File: src/rtl/imem_stream_loader.sv
// Boot-time loader: assembles a big-endian byte stream into 32-bit words and writes them to instruction memory.
// Holds the core in reset until the image is loaded. Define IMEM_LOADER_CHECKSUM_EN to add a trailing XOR checksum byte.
module imem_stream_loader #(
    parameter logic [31:0] BASE_ADDR = 32'h0000_0000,
    parameter int          MAX_WORDS = 64
) (
    input  logic        clk_i,
    input  logic        reset_i,
    input  logic        start_i,
    input  logic [7:0]  in_data_i,
    input  logic        in_valid_i,
    output logic        in_ready_o,
    output logic        imem_we_o,
    output logic [31:0] imem_addr_o,
    output logic [31:0] imem_wdata_o,
    output logic        cpu_reset_o,
    output logic        done_o,
    output logic        error_o,
    output logic [15:0] words_loaded_o
);

`ifdef IMEM_LOADER_CHECKSUM_EN
    typedef enum logic [2:0] {
        S_HDR_HI = 3'd0, S_HDR_LO = 3'd1, S_DATA = 3'd2,
        S_CHK = 3'd3, S_DONE = 3'd4, S_ERROR = 3'd5
    } state_t;
    localparam state_t S_FIN = S_CHK;
    logic [7:0] xor_q, xor_d;
`else
    typedef enum logic [2:0] {
        S_HDR_HI = 3'd0, S_HDR_LO = 3'd1, S_DATA = 3'd2,
        S_DONE = 3'd4, S_ERROR = 3'd5
    } state_t;
    localparam state_t S_FIN = S_DONE;
`endif

    localparam logic [31:0] MAX_W = MAX_WORDS;

    state_t      state_q, state_d;
    logic [15:0] count_q, count_d;
    logic [15:0] idx_q, idx_d;
    logic [1:0]  lane_q, lane_d;
    logic [23:0] asm_q, asm_d;
    logic        we_q, we_d;
    logic [31:0] addr_q, addr_d;
    logic [31:0] wdata_q, wdata_d;
    logic        cpu_reset_q, cpu_reset_d;
    logic        done_q, done_d;
    logic        error_q, error_d;
    logic [15:0] words_q, words_d;
    logic [15:0] hdr_n;
    logic        accept;

    assign in_ready_o = (state_q != S_DONE) && (state_q != S_ERROR);
    assign accept     = in_valid_i && in_ready_o;
    assign hdr_n      = {count_q[15:8], in_data_i};

    always_ff @(posedge clk_i or posedge reset_i) begin
        if (reset_i) begin
            state_q     <= S_HDR_HI;
            count_q     <= '0;
            idx_q       <= '0;
            lane_q      <= '0;
            asm_q       <= '0;
            we_q        <= 1'b0;
            addr_q      <= BASE_ADDR;
            wdata_q     <= '0;
            cpu_reset_q <= 1'b1;
            done_q      <= 1'b0;
            error_q     <= 1'b0;
            words_q     <= '0;
`ifdef IMEM_LOADER_CHECKSUM_EN
            xor_q       <= '0;
`endif
        end else begin
            state_q     <= state_d;
            count_q     <= count_d;
            idx_q       <= idx_d;
            lane_q      <= lane_d;
            asm_q       <= asm_d;
            we_q        <= we_d;
            addr_q      <= addr_d;
            wdata_q     <= wdata_d;
            cpu_reset_q <= cpu_reset_d;
            done_q      <= done_d;
            error_q     <= error_d;
            words_q     <= words_d;
`ifdef IMEM_LOADER_CHECKSUM_EN
            xor_q       <= xor_d;
`endif
        end
    end

    always_comb begin
        state_d     = state_q;
        count_d     = count_q;
        idx_d       = idx_q;
        lane_d      = lane_q;
        asm_d       = asm_q;
        we_d        = 1'b0;
        addr_d      = addr_q;
        wdata_d     = wdata_q;
        words_d     = words_q;
        cpu_reset_d = 1'b1;
        done_d      = 1'b0;
        error_d     = 1'b0;
`ifdef IMEM_LOADER_CHECKSUM_EN
        xor_d       = xor_q;
        if (accept && (state_q != S_CHK)) xor_d = xor_q ^ in_data_i;
`endif
        case (state_q)
            S_HDR_HI: begin
                if (accept) begin
                    count_d[15:8] = in_data_i;
                    state_d       = S_HDR_LO;
                end
            end
            S_HDR_LO: begin
                if (accept) begin
                    count_d[7:0] = in_data_i;
                    if ({16'd0, hdr_n} > MAX_W) state_d = S_ERROR;
                    else if (hdr_n == 16'd0)    state_d = S_FIN;
                    else                        state_d = S_DATA;
                end
            end
            S_DATA: begin
                if (accept) begin
                    if (lane_q == 2'd3) begin
                        wdata_d = {asm_q, in_data_i};
                        addr_d  = BASE_ADDR + {14'd0, idx_q, 2'b00};
                        we_d    = 1'b1;
                        idx_d   = idx_q + 16'd1;
                        words_d = words_q + 16'd1;
                        lane_d  = 2'd0;
                        if (idx_q == count_q - 16'd1) state_d = S_FIN;
                    end else begin
                        asm_d  = {asm_q[15:0], in_data_i};
                        lane_d = lane_q + 2'd1;
                    end
                end
            end
`ifdef IMEM_LOADER_CHECKSUM_EN
            S_CHK: begin
                if (accept) state_d = (in_data_i == xor_q) ? S_DONE : S_ERROR;
            end
`endif
            S_DONE: begin
                done_d      = 1'b1;
                cpu_reset_d = 1'b0;
            end
            S_ERROR: begin
                error_d = 1'b1;
            end
            default: state_d = S_HDR_HI;
        endcase
        // restart only from a terminal state; memory contents are left as written
        if (start_i && ((state_q == S_DONE) || (state_q == S_ERROR))) begin
            state_d     = S_HDR_HI;
            done_d      = 1'b0;
            error_d     = 1'b0;
            cpu_reset_d = 1'b1;
            words_d     = '0;
            idx_d       = '0;
            lane_d      = '0;
            asm_d       = '0;
            count_d     = '0;
`ifdef IMEM_LOADER_CHECKSUM_EN
            xor_d       = '0;
`endif
        end
    end

    assign imem_we_o      = we_q;
    assign imem_addr_o    = addr_q;
    assign imem_wdata_o   = wdata_q;
    assign cpu_reset_o    = cpu_reset_q;
    assign done_o         = done_q;
    assign error_o        = error_q;
    assign words_loaded_o = words_q;

endmodule

File: config.mk
export PLATFORM = sky130hd
export DESIGN_NAME = imem_stream_loader
export DESIGN_NICKNAME = d
export VERILOG_FILES = /design/src/rtl/imem_stream_loader.sv
export SDC_FILE = /design/constraint.sdc
export NUM_CORES = 1
export LEC_CHECK = 0
export ABC_CLOCK_PERIOD_IN_PS = 3400
export BUFFER_PORTS_ARGS = -buffer_cell sky130_fd_sc_hd__buf_2
export CORE_ASPECT_RATIO = 1.75
export CORE_MARGIN = 8
export CORE_UTILIZATION = 51
export CTS_CLUSTER_SIZE = 14
export DETAILED_ROUTE_END_ITERATION = 10
export MAX_ROUTING_LAYER = met4
export PLACE_DENSITY = 0.76
export SYNTH_ARGS = -nofsm -noshare
export SYNTH_HDL_FRONTEND = slang
export SYNTH_SLANG_ARGS = --single-unit
File: constraint.sdc
create_clock -name clk_i -period 3.4 [get_ports clk_i]
set_input_delay 0.17 -clock clk_i [delete_from_list [all_inputs] [get_ports clk_i]]
set_output_delay 0.17 -clock clk_i [all_outputs]
set_load 0.01 [all_outputs]
==> out/results.md, run 1 <==
| Metric | Value | Unit |
|:---|:---|:---|
| Outcome | finished, final reports clean | - |
| Post-Synth XOR/XNOR Area | 0.0640 | - |
| Reported leakage power | 3.74 | nW |
| Number of input and output port buffers inserted | 80 | - |
| Simple-gate share of the synthesized area | 0.258 | - |
| DRT Pass-1 Iters | 4 | - |
| Worst setup slack before clock tree synthesis | 1.04 | ns |
| Transition at the pin with the smallest max-transition slack | 0.941 | ns |
| Post-synth cell types | 58 | - |
| DRC errors left | 0 | - |
| Primary FF master, synth | sky130_fd_sc_hd__dfrtp_1 | - |
| Top cell type's share of synthesized area | 0.524 | - |
| Count of inserted antenna diode cells | 0 | - |
| Initial antenna violation count | 0 | - |
| RSZ-0062 raised after global routing | false | - |
| CTS tree | built | - |
| Relative slew slack | 0.369 | - |
| NetSw | 1.50 | mW |
| Critical Path Start Type | flop | - |
| Drt wl/cell | 17.2 | um |
| Number of placed cells counting well taps | 866 | - |
| Finished Cell Area | 7140 | sq um |
| Effective utilization at floorplan | 0.515 | - |
| Synthesized area divided by synthesized cell count | 9.01 | sq um |
| Synthesized cell area | 6120 | sq um |
| Number of buffers on the longest clock path | 2 | - |
| Remaining global-route overflow | 0 | - |
| Number of cells upsized or downsized after cts | 0 | - |
| Global-route wire length before repair | 25600 | um |
| Syn Inst Count | 679 | - |
| Core area | 11900 | sq um |
| Final Setup Violations | 0 | - |
| Cell area after placement | 6540 | sq um |
| Power Internal | 3.20 | mW |
| Latest clock arrival within the worst-skew pair | 0.41 | ns |
| Logic gate share of total power | 0.228 | - |
| Number of DRC markers in iteration 0 | 199 | - |
| Number of vias in the routed layout | 4835 | - |
| Combinational family with the most area after synthesis | simple AND/OR/NAND/NOR gates | - |
| Non-filler instance count after layout | 899 | - |
| Clock group share of total power | 0.381 | - |
| Vias in the first global route | 5095 | - |
| Cell Pwr Density | 659 | nW/um^2 |
| Pin count of the biggest net entering global routing | 96 | - |
| Post-route setup TNS | 0 | ns |
| Chip width | 98.8 | um |
| Highest fanout seen on the critical path | 29 | - |
| Cell row count | 53 | - |
| Type of destination of the critical path | flop | - |
| Critical path class | flop to flop | - |
| Number of top-level pins | 97 | - |
| DP Wirelength | 11100 | um |
| Peak ir drop on the vdd network | 0.412 | mV |
| Die Ht | 161 | um |
| Multiplexer area fraction after synthesis | 0.0217 | - |
| Final period util | 0.694 | - |
| Slew Viols, Final | 0 | - |
| H-Tree Level Count | 4 | - |
| Total number of nets in the final design | 765 | - |
| Max cap viols | 0 | - |
| Complex-gate fraction of the synthesized area | 0.0691 | - |
| Area growth syn-to-layout | 16.7 | % |
| Worst endpoint required time | 3.73 | ns |
| Setup WS post-layout | 1.04 | ns |
| EDFF count, synth | 0 | - |
| Total die area | 15900 | sq um |
| Min cycle time layout | 2.36 | ns |
| Post-synthesis async set-or-reset flop share | 1.00 | - |
| Largest clock skew in the final design | 0.00842 | ns |
| Worst min-delay path class | input port to flop | - |
| GRT Resource Usage Total | 0.210 | - |
| Clock edge transition at the registers on the reported setup and hold paths | 0.06 | ns |
| Share of synthesized area occupied by flip-flops and latches | 0.528 | - |
| Top cells by area, synth | sky130_fd_sc_hd__dfrtp_1, sky130_fd_sc_hd__nand2_1, sky130_fd_sc_hd__xor2_1, sky130_fd_sc_hd__a21oi_1, sky130_fd_sc_hd__nor2_1 | - |
| Post-Synth Adder-Cell Area | 0.00818 | - |
| Sequential power share | 0.391 | - |
| Endpoint arrival time on the critical path | 2.69 | ns |
| Clock root cell | sky130_fd_sc_hd__clkbuf_16 | - |
| Number of warnings reported in the yosys synthesis log | 0 | - |
| Remaining number of nets flagged by the antenna check after routing | 0 | - |
| #FFs+latches synth | 129 | - |
| Biggest area consumer among synthesized cells | sky130_fd_sc_hd__dfrtp_1 | - |
| Final-layout fill cell count | 1020 | - |
| Upper clock frequency limit | 424 | MHz |
| Final Hold Fails | 0 | - |
| Ratio of routed vias to standard cells | 5.38 | - |
| Clock sink total | 129 | - |
| Switching portion of total power | 0.319 | - |
| Overall Power | 4.70 | mW |
| Fraction of final layout cells sized beyond drive strength 1 | 0.178 | - |
| Drt total wl | 15500 | um |
| Total clock buffers created by CTS | 17 | - |
| Placer Congestion | 0.923 | - |
Yosys cell counts (3+ instances only):
library cell and count:
sky130_fd_sc_hd__o21ai_0 13, sky130_fd_sc_hd__clkbuf_1 25, sky130_fd_sc_hd__nand3b_1 3, sky130_fd_sc_hd__nor3_1 6
sky130_fd_sc_hd__nand3_1 13, sky130_fd_sc_hd__nor4_1 4, sky130_fd_sc_hd__buf_4 17, sky130_fd_sc_hd__a21oi_1 43
sky130_fd_sc_hd__nand4_1 12, sky130_fd_sc_hd__or3_4 3, sky130_fd_sc_hd__inv_1 10, sky130_fd_sc_hd__xnor2_1 13
sky130_fd_sc_hd__and3_1 7, sky130_fd_sc_hd__nor2_1 43, sky130_fd_sc_hd__dfrtp_1 128, sky130_fd_sc_hd__a211oi_1 3
sky130_fd_sc_hd__mux2i_1 11, sky130_fd_sc_hd__nand2_1 235, sky130_fd_sc_hd__or3_1 8, sky130_fd_sc_hd__nand2b_1 3
sky130_fd_sc_hd__buf_1 4, sky130_fd_sc_hd__ha_1 4, sky130_fd_sc_hd__xor2_1 28
sequential cells by signal, summed over array words and instances, names as in the netlist:
register / cells
asm_q: 24
count_q: 16
cpu_reset_o: 1
done_o: 1
error_o: 1
idx_q: 16
imem_addr_o: 16
imem_wdata_o: 32
imem_we_o: 1
lane_q: 2
state_q: 3
words_loaded_o: 16
metal layers:
metal,routed length [um],GRT usage,part of all wire,up-vias
li1,-,-,-,2335
met1,5700,0.204,0.37,2354
met2,8670,0.384,0.56,112
met3,515,0.0342,0.033,34
met4,582,0.117,0.038,0
met5,0,-,0,-
cells by family (layout without fill, tap and decap cells):
kind of cell / Yosys count / after routing
AND/OR/NAND/NOR: 355 / 355
AO/OA/AOI/OAI: 73 / 73
flip-flops: 129 / 129
buffers and inverters: 61 / 129
other: 1 / 16
XOR/XNOR: 43 / 43
multiplexers: 13 / 13
adder cells (fa/ha/maj): 4 / 4
final timing paths:
check,startpoint,end,slack (ns),cells past startpoint
setup reg to reg,state_q[0]$_DFFE_PP0P_,words_loaded_o[12]$_DFFE_PP0P_,1.04,7
hold / removal,start_i,error_o$_DFF_PP0_,0.03,2
setup / recovery,state_q[0]$_DFFE_PP0P_,words_loaded_o[12]$_DFFE_PP0P_,1.04,7
hold reg to reg,imem_wdata_o[25]$_DFFE_PP0P_,imem_wdata_o[25]$_DFFE_PP0P_,0.46,2
max in group asynchronous,reset_i,words_loaded_o[7]$_DFFE_PP0P_,2.02,4
min in group asynchronous,reset_i,imem_addr_o[17]$_DFFE_PP0P_,0.44,3
final cells by class:
cell class              count  area [sq um]  area share
flip-flops and latches    129          3230       0.452
multi-input cells         504          2640       0.370
repair buffers             86           460      0.0645
clock buffers              19           453      0.0634
well taps                 137           171      0.0240
clock inverters            13           136      0.0191
inverters                  11          46.3     0.00648
cells in the final DEF (no fill, tap or decap), types with 7 or more instances in the layout:
cell type and n:
sky130_fd_sc_hd__a21oi_1 43, sky130_fd_sc_hd__and3_1 7, sky130_fd_sc_hd__buf_2 80, sky130_fd_sc_hd__clkbuf_16 17
sky130_fd_sc_hd__conb_1 16, sky130_fd_sc_hd__dfrtp_1 128, sky130_fd_sc_hd__inv_1 9, sky130_fd_sc_hd__mux2i_1 11
sky130_fd_sc_hd__nand2_1 235, sky130_fd_sc_hd__nand3_1 13, sky130_fd_sc_hd__nand4_1 12, sky130_fd_sc_hd__nor2_1 43
sky130_fd_sc_hd__o21ai_0 13, sky130_fd_sc_hd__or3_1 8, sky130_fd_sc_hd__xnor2_1 13, sky130_fd_sc_hd__xor2_1 28
critical path, stage by stage, from the launching register on:
cell and delay, ns:
sky130_fd_sc_hd__dfrtp_1 0.47, sky130_fd_sc_hd__and4bb_4 0.44, sky130_fd_sc_hd__nand2_4 0.06, sky130_fd_sc_hd__clkinv_2 0.29, sky130_fd_sc_hd__nor2_2 0.10, sky130_fd_sc_hd__or3_4 0.43, sky130_fd_sc_hd__or3_1 0.31, sky130_fd_sc_hd__a21oi_1 0.17
stage by stage:
| stage | hold WS [ns] | utilization |
|---|---|---|
| final | 0.0332 | 0.601 |
| after floorplan | 0.241 | - |
| after global placement | 0.332 | 0.551 |
| after detailed placement | 0.348 | 0.551 |
| after CTS | 0.0168 | 0.601 |
| after global routing | 0.0350 | 0.601 |
power groups by stage:
| stage | clock (mW) | combinational (mW) | sequential, mW |
|---|---|---|---|
| floorplan | 0 | 0.877 | 1.80 |
| detailed placement | 0 | 1.07 | 1.86 |
| global placement | 0 | 1.05 | 1.85 |
| CTS | 1.83 | 1.07 | 1.84 |
| global route | 1.88 | 1.18 | 1.86 |
| finish | 1.79 | 1.07 | 1.84 |
what timing repair did:
action,4_1_cts,5_1_grt
setup buffers,0,0
hold endpoints to repair,34,0
hold buffers,1,0
Note: power is estimated with default switching activity, not from simulation.
==> run 2: changes to the inputs <==
--- a/config.mk
+++ b/config.mk
@@ -5,7 +5,7 @@
 export SDC_FILE = /design/constraint.sdc
 export NUM_CORES = 1
 export LEC_CHECK = 0
-export ABC_CLOCK_PERIOD_IN_PS = 3400
+export ABC_CLOCK_PERIOD_IN_PS = 2000
 export BUFFER_PORTS_ARGS = -buffer_cell sky130_fd_sc_hd__buf_2
 export CORE_ASPECT_RATIO = 1.75
 export CORE_MARGIN = 8
==> constraint.sdc (replaced) <==
create_clock -name clk_i -period 2 [get_ports clk_i]
set_input_delay 0.1 -clock clk_i [delete_from_list [all_inputs] [get_ports clk_i]]
set_output_delay 0.1 -clock clk_i [all_outputs]
set_load 0.01 [all_outputs]
==> out/results.md, run 2 (synthesis results as in run 1) <==
| Metric | Value | Unit | Delta |
|:---|:---|:---|:---|
| Highest fanout seen on the critical path | 3 | - | -90% |
| Max cap viols | 0 | - | unchanged |
| Type of destination of the critical path | flop | - |  |
| Overall Power | 8.68 | mW | +85% |
| Reported leakage power | 4.05 | nW | +8.3% |
| Clock sink total | 129 | - | unchanged |
| DP Wirelength | 11900 | um | +7.4% |
| Total clock buffers created by CTS | 17 | - | unchanged |
| Critical-path cell list | buf_6, xor2_4, xor2_1, a311oi_2, a2111oi_2, nand4b_1, buf_4, o31a_1, nor3_2 | - |  |
| Setup WS post-layout | -0.217 | ns | -1.26 ns |
| Endpoint arrival time on the critical path | 2.55 | ns | -0.14 ns |
| Global-route wire length before repair | 26600 | um | +3.8% |
| Number of placed cells counting well taps | 918 | - | +6.0% |
| Number of top-level pins | 97 | - | unchanged |
| Transition at the pin with the smallest max-transition slack | 0.576 | ns | -0.365 ns |
| H-Tree Level Count | 4 | - | unchanged |
| Critical path class | flop to flop | - |  |
| Cell row count | 53 | - | unchanged |
| Upper clock frequency limit | 451 | MHz | +6.4% |
| Final period util | 1.11 | - | +0.415 |
| Drt total wl | 16500 | um | +6.7% |
| Largest incremental delay on the critical path | 0.39 | ns | -0.08 ns |
| Non-filler instance count after layout | 957 | - | +6.5% |
| Min cycle time layout | 2.22 | ns | -0.142 ns |
| Largest clock skew in the final design | 0.00837 | ns | -0.0000553 ns |
| RSZ-0062 raised after global routing | true | - |  |
| Share of the core filled with cells in the final layout | 0.648 | - | +0.0462 |
| Cell Pwr Density | 1130 | nW/um^2 | +71% |
| Clock root cell | sky130_fd_sc_hd__clkbuf_16 | - |  |
| DRT Pass-1 Iters | 4 | - | unchanged |
| Number of DRC markers in iteration 0 | 167 | - | -16% |
| Core area | 11900 | sq um | unchanged |
| Remaining global-route overflow | 0 | - | unchanged |
| Total die area | 15900 | sq um | unchanged |
| Critical Path Start Type | flop | - |  |
| Worst hold-check slack | 0.0176 | ns | -0.0156 ns |
| Commonest non-fill, non-tap cells in the layout | sky130_fd_sc_hd__nand2_1, sky130_fd_sc_hd__dfrtp_1, sky130_fd_sc_hd__buf_2, sky130_fd_sc_hd__buf_4, sky130_fd_sc_hd__a21oi_1 | - |  |
| Effective utilization at floorplan | 0.515 | - | unchanged |
| Outcome | finished with violations | - |  |
| Worst path buffer plus inverter count | 2 | - | +1 |
| Slew Viols, Final | 0 | - | unchanged |
| Clock edge transition at the registers on the reported setup and hold paths | 0.06 | ns | about the same |
| Final-layout fill cell count | 991 | - | -2.8% |
| Pin count of the biggest net entering global routing | 86 | - | -10% |
| Relative slew slack | 0.616 | - | +0.247 |
| Violations in the final reports | setup timing | - |  |
| Worst endpoint required time | 2.33 | ns | -1.40 ns |
| Area growth syn-to-layout | 25.7 | % |  |
| Worst min-delay path class | input port to flop | - |  |
| Placer Congestion | 0.883 | - | -4.3% |
| Number of buffers on the longest clock path | 2 | - | unchanged |
| Commonest non-fill, non-tap cell in the layout | sky130_fd_sc_hd__nand2_1 | - |  |
| Ratio of routed vias to standard cells | 5.31 | - | -1.3% |
| Count of inserted antenna diode cells | 0 | - | unchanged |
| Drt wl/cell | 17.2 | um | +0.26% |
| Dominant delay contributor by cell family on the critical path | compound AO/OA/AOI/OAI gates | - |  |
| Fraction of final layout cells sized beyond drive strength 1 | 0.245 | - | +0.0666 |
| Remaining number of nets flagged by the antenna check after routing | 0 | - | unchanged |
| Flip-flop count of the largest register, all copies and words added | 32 | - | unchanged |
| Total number of nets in the final design | 823 | - | +7.6% |
| Die Ht | 161 | um | unchanged |
| DRC errors left | 0 | - | unchanged |
| Vias in the first global route | 5346 | - | +4.9% |
| Chip width | 98.8 | um | unchanged |
| Final Setup Violations | 4 | - | +4 |
| Peak ir drop on the vdd network | 0.736 | mV | +79% |
| CTS tree | built | - |  |
| Initial antenna violation count | 0 | - | unchanged |
| GRT Resource Usage Total | 0.219 | - | +0.00893 |
| Latest clock arrival within the worst-skew pair | 0.41 | ns | about the same |
| Final Hold Fails | 0 | - | unchanged |
| Number of vias in the routed layout | 5078 | - | +5.0% |
| Post-route setup TNS | -0.569 | ns | -0.569 ns |
| Number of input and output port buffers inserted | 80 | - | unchanged |
| Worst-path cell with the longest stage delay | sky130_fd_sc_hd__dfrtp_1 | - |  |
## run 2: changes by cell type in the layout (fill, tap and decap cells not counted), sizes merged
cell         change
bufinv           +1
buf             +56
dlygate4sd3      +2
clkinv           -1
## run 2: metrics by stage
step | setup WS [ns] | cell area (sq um)
2_1_floorplan | -0.105 | 6180
3_3_place_gp | -0.202 | 6960
3_5_place_dp | -0.247 | 6960
4_1_cts | -0.211 | 7620
5_1_grt | -0.338 | 7690
6_report | -0.217 | 7690
## run 2: worst register-to-register path, stage by stage (launching register included)
cell and delay (ns):
sky130_fd_sc_hd__dfrtp_1 0.39, sky130_fd_sc_hd__buf_6 0.13, sky130_fd_sc_hd__xor2_4 0.15, sky130_fd_sc_hd__xor2_1 0.19, sky130_fd_sc_hd__a311oi_2 0.12, sky130_fd_sc_hd__a2111oi_2 0.39
sky130_fd_sc_hd__nand4b_1 0.20, sky130_fd_sc_hd__buf_4 0.18, sky130_fd_sc_hd__o31a_1 0.27, sky130_fd_sc_hd__nor3_2 0.10
## run 2: worst paths after layout
kind	start	to	slack (ns)	cells after the start
min reg2reg	imem_wdata_o[21]$_DFFE_PP0P_	imem_wdata_o[21]$_DFFE_PP0P_	0.47	2
max reg2reg	count_q[10]$_DFFE_PP0P_	state_q[0]$_DFFE_PP0P_	-0.22	9
max in group asynchronous	reset_i	lane_q[0]$_DFFE_PP0P_	1.24	4
min	in_data_i[6]	asm_q[6]$_DFFE_PP0P_	0.02	3
max	count_q[10]$_DFFE_PP0P_	state_q[0]$_DFFE_PP0P_	-0.22	9
min in group asynchronous	reset_i	imem_we_o$_DFF_PP0_	0.32	4
## run 2: power by group
group | switching (mW) | internal [mW] | leakage [nW] | total [mW]
logic | 1.39 | 1.17 | 1.99 | 2.56
clock network | 1.16 | 1.99 | 0.285 | 3.15
registers | 0.156 | 2.81 | 1.78 | 2.97
## run 2: layout make-up
cell class	count	area, sq um	share of cell area
tap	137	171	0.0223
inverter	11	46.3	0.00602
sequential	129	3230	0.420
timing repair buffer	144	933	0.121
multi-input combinational	504	2700	0.351
clock buffer	19	443	0.0576
clock inverter	13	161	0.0210
## run 2: what timing repair did
| item | CTS | global route |
|---|---|---|
| hold endpoints to repair | 130 | 0 |
| setup buffers | 2 | 3 |
| endpoints found under the setup margin | 9 | 9 |
| hold buffers | 3 | 0 |
| resized for setup | 4 | 10 |
| pin swaps | 3 | 4 |
## run 2: routing by layer
layer  part of all wire  global-route usage  wire length [um]  vias up
met3              0.025              0.0442               409       39
met4              0.041               0.117               673        0
li1                   -                   -                 -     2441
met5                  0                   -                 0        -
met1               0.37               0.212              6120     2479
met2               0.56               0.397              9300      119
